**src/rtl/spi_flash_responder.sv**
```systemverilog
// SPI mode-3 target that behaves like a serial NOR flash: it decodes READ (0x03)
// and JEDEC ID (0x9F), fetches bytes from a synchronous-read memory and streams
// them out on MISO. SCK, MOSI and CS_N are oversampled in the clk domain.
//
// Handshake with the backing memory: o_mem_rd is a one-clk strobe qualifying
// o_mem_addr; i_mem_data is taken exactly one clk after the strobe. There is no
// back-pressure and the strobe is never high on two consecutive clks.
module spi_flash_responder #(
  parameter int          MEM_AW   = 24,
  parameter logic [23:0] JEDEC_ID = 24'hEF4018
) (
  input  logic              i_clk,
  input  logic              i_rst,
  input  logic              i_sck,
  input  logic              i_mosi,
  input  logic              i_cs_n,
  output logic              o_miso,
  output logic              o_mem_rd,
  output logic [MEM_AW-1:0] o_mem_addr,
  input  logic [7:0]        i_mem_data,
  output logic              o_busy,
  output logic              o_bad_cmd,
  output logic [2:0]        o_dbg_state
);

  typedef enum logic [2:0] {
    ST_IDLE   = 3'd0,
    ST_CMD    = 3'd1,
    ST_ADDR   = 3'd2,
    ST_LOAD   = 3'd3,  // waiting for the first fetched byte
    ST_DATA   = 3'd4,
    ST_ID     = 3'd5,
    ST_IGNORE = 3'd6
  } state_t;

  state_t r_state, w_state_nxt;

  logic r_sck_s1, r_sck_s2, r_sck_d;
  logic r_mosi_s1, r_mosi_s2;
  logic r_cs_s1, r_cs_s2;
  logic r_armed;  // set once synced cs_n has been seen high since reset

  logic [4:0]        r_cnt;
  logic [22:0]       r_rx_sr;
  logic [7:0]        r_tx_sr;
  logic [7:0]        r_next_byte;
  logic [2:0]        r_bcnt;
  logic              r_started;
  logic [1:0]        r_id_idx;
  logic [MEM_AW-1:0] r_addr;
  logic              r_miso;
  logic              r_mem_rd;
  logic [MEM_AW-1:0] r_mem_addr;
  logic              r_rd_d;
  logic              r_bad_cmd;

  logic              w_rise, w_fall, w_cs_hi;
  logic [23:0]       w_rx_word;
  logic              w_bad, w_addr_done, w_id_start, w_load_first;
  logic              w_shift_out, w_reload;
  logic [7:0]        w_next_src, w_out_byte;
  logic [MEM_AW-1:0] w_addr_inc;

  assign w_rise     = r_sck_s2 & ~r_sck_d;
  assign w_fall     = ~r_sck_s2 & r_sck_d;
  assign w_cs_hi    = r_cs_s2;
  assign w_rx_word  = {r_rx_sr, r_mosi_s2};
  assign w_addr_inc = r_addr + MEM_AW'(1);

  // Shifting out happens only on falls in DATA/ID; a byte boundary reloads
  // from the holding source once the first byte has started.
  assign w_shift_out = w_fall && !w_cs_hi && (r_state == ST_DATA || r_state == ST_ID);
  assign w_reload    = (r_bcnt == 3'd0) && r_started;
  assign w_out_byte  = w_reload ? w_next_src : r_tx_sr;

  // Next byte source: fetched memory byte in DATA, next ID byte (then 0xFF) in ID.
  always_comb begin
    w_next_src = 8'hFF;
    if (r_state == ST_DATA) begin
      w_next_src = r_next_byte;
    end else begin
      case (r_id_idx)
        2'd0:    w_next_src = JEDEC_ID[15:8];
        2'd1:    w_next_src = JEDEC_ID[7:0];
        default: w_next_src = 8'hFF;
      endcase
    end
  end

  // Input synchronizers and sck edge-detect flop.
  always_ff @(posedge i_clk) begin
    if (i_rst) begin
      r_sck_s1  <= 1'b1;
      r_sck_s2  <= 1'b1;
      r_sck_d   <= 1'b1;
      r_mosi_s1 <= 1'b0;
      r_mosi_s2 <= 1'b0;
      r_cs_s1   <= 1'b0;
      r_cs_s2   <= 1'b0;
      r_armed   <= 1'b0;
    end else begin
      r_sck_s1  <= i_sck;
      r_sck_s2  <= r_sck_s1;
      r_sck_d   <= r_sck_s2;
      r_mosi_s1 <= i_mosi;
      r_mosi_s2 <= r_mosi_s1;
      r_cs_s1   <= i_cs_n;
      r_cs_s2   <= r_cs_s1;
      if (w_cs_hi) r_armed <= 1'b1;
    end
  end

  // State register.
  always_ff @(posedge i_clk) begin
    if (i_rst) r_state <= ST_IDLE;
    else       r_state <= w_state_nxt;
  end

  // Next-state decode; cs_n high overrides everything, including sck edges.
  always_comb begin
    w_state_nxt  = r_state;
    w_bad        = 1'b0;
    w_addr_done  = 1'b0;
    w_id_start   = 1'b0;
    w_load_first = 1'b0;
    if (w_cs_hi) begin
      w_state_nxt = ST_IDLE;
    end else begin
      case (r_state)
        ST_IDLE: if (r_armed) w_state_nxt = ST_CMD;
        ST_CMD: begin
          if (w_rise && r_cnt == 5'd7) begin
            case (w_rx_word[7:0])
              8'h03: w_state_nxt = ST_ADDR;
              8'h9F: begin
                w_state_nxt = ST_ID;
                w_id_start  = 1'b1;
              end
              default: begin
                w_state_nxt = ST_IGNORE;
                w_bad       = 1'b1;
              end
            endcase
          end
        end
        ST_ADDR: begin
          if (w_rise && r_cnt == 5'd23) begin
            w_state_nxt = ST_LOAD;
            w_addr_done = 1'b1;
          end
        end
        ST_LOAD: begin
          if (r_rd_d) begin
            w_state_nxt  = ST_DATA;
            w_load_first = 1'b1;
          end
        end
        default: w_state_nxt = r_state;
      endcase
    end
  end

  // Datapath: shift-in, memory fetch, shift-out and the registered outputs.
  always_ff @(posedge i_clk) begin
    if (i_rst) begin
      r_cnt       <= '0;
      r_rx_sr     <= '0;
      r_tx_sr     <= '0;
      r_next_byte <= '0;
      r_bcnt      <= '0;
      r_started   <= 1'b0;
      r_id_idx    <= '0;
      r_addr      <= '0;
      r_miso      <= 1'b1;
      r_mem_rd    <= 1'b0;
      r_mem_addr  <= '0;
      r_rd_d      <= 1'b0;
      r_bad_cmd   <= 1'b0;
    end else begin
      r_rd_d    <= r_mem_rd;
      r_mem_rd  <= 1'b0;
      r_bad_cmd <= w_bad;
      if (w_cs_hi || r_state == ST_IDLE) begin
        r_cnt     <= '0;
        r_bcnt    <= '0;
        r_started <= 1'b0;
        r_id_idx  <= '0;
        r_miso    <= 1'b1;
      end else begin
        if (w_rise && (r_state == ST_CMD || r_state == ST_ADDR)) begin
          r_rx_sr <= w_rx_word[22:0];
          r_cnt   <= (r_state == ST_CMD && r_cnt == 5'd7) ? 5'd0 : r_cnt + 5'd1;
        end
        if (w_id_start) r_tx_sr <= JEDEC_ID[23:16];
        if (w_addr_done) begin
          r_addr     <= w_rx_word[MEM_AW-1:0];
          r_mem_rd   <= 1'b1;
          r_mem_addr <= w_rx_word[MEM_AW-1:0];
        end
        if (w_load_first) begin
          r_tx_sr    <= i_mem_data;
          r_addr     <= w_addr_inc;
          r_mem_rd   <= 1'b1;
          r_mem_addr <= w_addr_inc;
        end
        if (r_state == ST_DATA && r_rd_d) r_next_byte <= i_mem_data;
        if (w_shift_out) begin
          r_miso    <= w_out_byte[7];
          r_tx_sr   <= {w_out_byte[6:0], 1'b1};
          r_bcnt    <= r_bcnt + 3'd1;
          r_started <= 1'b1;
          if (w_reload && r_state == ST_DATA) begin
            r_addr     <= w_addr_inc;
            r_mem_rd   <= 1'b1;
            r_mem_addr <= w_addr_inc;
          end
          if (w_reload && r_state == ST_ID && r_id_idx != 2'd2) r_id_idx <= r_id_idx + 2'd1;
        end
      end
    end
  end

  assign o_miso      = r_miso;
  assign o_mem_rd    = r_mem_rd;
  assign o_mem_addr  = r_mem_addr;
  assign o_busy      = (r_state != ST_IDLE);
  assign o_bad_cmd   = r_bad_cmd;
  assign o_dbg_state = r_state;

endmodule

```
**config.mk**
```make
export PLATFORM = sky130hd
export DESIGN_NAME = spi_flash_responder
export DESIGN_NICKNAME = d
export VERILOG_FILES = /design/src/rtl/spi_flash_responder.sv
export SDC_FILE = /design/constraint.sdc
export NUM_CORES = 1
export LEC_CHECK = 0
export CORE_MARGIN = 1.5
export CORE_UTILIZATION = 55
export CTS_CLUSTER_DIAMETER = 30
export DETAILED_ROUTE_END_ITERATION = 16
export PLACE_DENSITY_LB_ADDON = 0.08
export SYNTH_ARGS = -nofsm -noshare
export SYNTH_HDL_FRONTEND = slang
export SYNTH_SLANG_ARGS = --single-unit
```
**constraint.sdc**
```tcl
create_clock -name i_clk -period 2.9 [get_ports i_clk]
set_clock_uncertainty 0.15 [all_clocks]
set_input_delay 0.435 -clock i_clk [delete_from_list [all_inputs] [get_ports i_clk]]
set_output_delay 0.435 -clock i_clk [all_outputs]
set_load 0.02 [all_outputs]
```
==> summary.txt, run 1 <==
Run status
  – Status: finished, final reports clean

Setup path
  – Max incr delay on CP: 0.55 ns
  – Startpoint types: register
  – Arrival time worst endpoint: 2.06 ns
  – Setup CP Type: reg -> out
  – CP Buf/Inv Count: 3
  – Worst EP required: 2.32 ns
  – Crit end category: output pin
  – Worst-path cell chain: buf_4, nor3_2, inv_1, clkdlybuf4s50_1
  – Max stage delay cell, worst path: clkdlybuf4s50_1
  – CP top delay family: buffers and inverters
  – Crit-path max FO: 11

Floorplanning
  – Core area: roughly 9300 um2
  – Die width: 101 um
  – Row cnt: 35
  – Die H: 101 um
  – Die ar.: 10,300 um2
  – Io pins: 44
  – Starting Density: 0.573

Timing
  – Final hold slack: between 0.2 and 0.25 ns
  – Setup-failing EPs final: 0
  – Worst relative slew slack: 0.471
  – Final setup TNS: 0 ns
  – Tcrit/Tclk final: 0.914
  – Max-slew violations: 0
  – Crit path time final: around 2.6 ns
  – Max Fclk: ~380 MHz
  – Final hold vios: 0
  – Setup slack after layout: ~0.25 ns
  – RSZ-0062 raised after global routing: false
  – Slew @ Worst Pin: 0.787 ns

Routing
  – WL/cell: between 15 and 20 um
  – Via density: 6.10
  – DR iter-0 viols: 375
  – TritonRoute pass-1 iters: 5
  – Detailed Route WL: 14,600 um
  – Vias: 5,080
  – DRC Markers: 0
  – DRT antenna net count: 0

Clock tree
  – Num Clock Sinks: 113
  – Clock Latency Late Sink: 0.51 ns
  – Clock-pin slew on the worst setup and hold paths: 0.06 ns
  – Clock root buffer master: clkbuf_8
  – CTS Buffer Depth: 2
  – Num CTS Buffers: 17
  – H-tree depth: 4
  – Clock tree from TritonCTS: yes

Global route
  – Largest net degree at the start of global routing: 34
  – Vias in the first global route: 4,775
  – Initial antenna violation count: 0
  – First-pass GRT wire length: 23,900 um
  – GRT overflow: 0
  – Tot GR Track Use: 0.302

Place
  – Hpwl dp: 9910 um
  – Inst Count DP: between 800 and 900
  – Routability Congestion: 0.882
  – Port bufs: 43
  – Dpl ws: about 0.38 ns

Yosys
  – Post-synth EDFFs: 0
  – Post-synth top area share: 0.426
  – Top FF cell, synth: dfxtp_1
  – Top post-synthesis cells by area: dfxtp_1, nand2_1, a21oi_1
  – Yosys warnings: 0
  – Mapped cell area: 5320 um2
  – Distinct cells, synth: 62
  – Number of synthesized register bits: ~110
  – Top-count cell post-synth: dfxtp_1
  – Asr flop ratio synth: 0
  – Mapped Cells: 646
  – Top cells by count, synth: dfxtp_1, nand2_1, a21oi_1
  – Syn Area/Cell: approximately 8.2 um2
  – Seq/Total Area, Yosys: 0.426
  – Area leader, netlist: dfxtp_1
  – Syn nets: 667

Cells and area
  – Nets@finish: 713
  – Non-filler cells, final: between 800 and 900
  – Area growth, synth to finish: 23.1%
  – # diodes: 0
  – Layout cell share with drive strength beyond 1: 0.111

Power and ir drop
  – Pwr Total: about 0.0039 W
  – NetSw: 0.000833 W
  – Sequential share of power: 0.406
  – VDD IR max: 0.488 mV
  – Int Pwr: 0.00302 W
  – Sw frac: 0.216
  – Part of the power in the clock network: 0.562
  – LEAKAGE: 2.32 nW
  – Part of the power in combinational logic: 0.032
  – Pwr Density: 589 nW/um2

Worst hold path
  – Hold Path Class: in -> reg

Flow run
  – Max Cap Viol: 0
stage by stage:
stage / area, um2 / utilization
global route: 6550 / 0.705
floorplan: 5320 / -
detailed placement: 5930 / 0.638
CTS: 6540 / 0.705
finish: 6550 / 0.705
global placement: 5930 / 0.638
power by group through the flow:
stage / logic [W] / registers (W) / clock network (W)
finish: 0.000123 / 0.00156 / 0.00217
global route: 0.000132 / 0.00156 / 0.00227
CTS: 0.000119 / 0.00156 / 0.00218
detailed placement: 0.000119 / 0.00160 / 0
global placement: 0.000117 / 0.00160 / 0
floorplan: 0.0000678 / 0.00160 / 0
area by class of cell:
type                       instances  area [um2]
timing repair buffer              64         596
tap                              129         161
multi-input combinational        485        2870
clock inverter                    12         183
sequential                       113        2260
fill                             748        2740
clock buffer                      19         432
inverter                          11        41.3
worst paths after layout:
check	startpoint	end	slack (ns)	cells past startpoint
hold reg to reg	r_sck_s1	r_sck_s2	0.26	1
setup reg to reg	r_addr[0]	o_mem_addr[20]	0.31	8
hold / removal	i_rst	r_armed	0.22	2
setup / recovery	o_dbg_state[1]	o_busy	0.25	4
worst register-to-register path: stages (launching register included):
cell	delay (ns)
dfxtp_1	0.43
ha_1	0.27
nand3_1	0.28
nor4_2	0.43
buf_4	0.23
nand3_1	0.08
a21oi_1	0.21
o21ai_0	0.11
a31o_2	0.28
routing by layer:
metal | global-route usage | wire [um] | vias up
li1 | - | - | 2406
met1 | 0.409 | 6440 | 2407
met2 | 0.473 | 6650 | 248
met3 | 0.0794 | 1330 | 19
met4 | 0.0908 | 200 | 0
met5 | 0 | 0 | -
flip-flops by register name (all words and copies together) (netlist names), 2 cells and up:
name,count
o_dbg_state,3
o_mem_addr,24
r_addr,24
r_bcnt,3
r_cnt,5
r_id_idx,2
r_next_byte,8
r_rx_sr,23
r_tx_sr,8
timing repair:
| action | in CTS | in global routing |
|---|---|---|
| hold buffers | 0 | 0 |
| setup endpoints to repair | 0 | 1 |
| resized for setup | 0 | 1 |
| buffers inserted | 0 | 0 |
cell usage in the layout (no fill, tap or decap), types with 10 or more instances in the layout:
master           count
a21o_1              16
a21oi_1             60
a22oi_1             17
buf_4               20
clkbuf_16           16
clkdlybuf4s50_1     42
dfxtp_1            113
inv_1               11
nand2_1             99
nand3_1             31
nor2_1              51
o211ai_1            10
o21ai_0             34
xnor2_1             17
xor2_1              11
cell families after synthesis:
logic type / count (synthesis) / share of synthesized area
multiplexers: 4 / 0.0101
AND/OR/NAND/NOR: 265 / 0.245
adder cells (fa/ha/maj): 8 / 0.0188
XOR/XNOR: 28 / 0.0461
buffers and inverters: 48 / 0.0360
AO/OA/AOI/OAI: 180 / 0.218
flip-flops: 113 / 0.426
Note: power is estimated with default switching activity, not from simulation.
==> run 2, diff against run 1 <==
- SETUP_SLACK_MARGIN: not set -> 0.05
==> results of run 2 <==
Same layout as run 1: the final DEF is identical, and so are final timing and power.
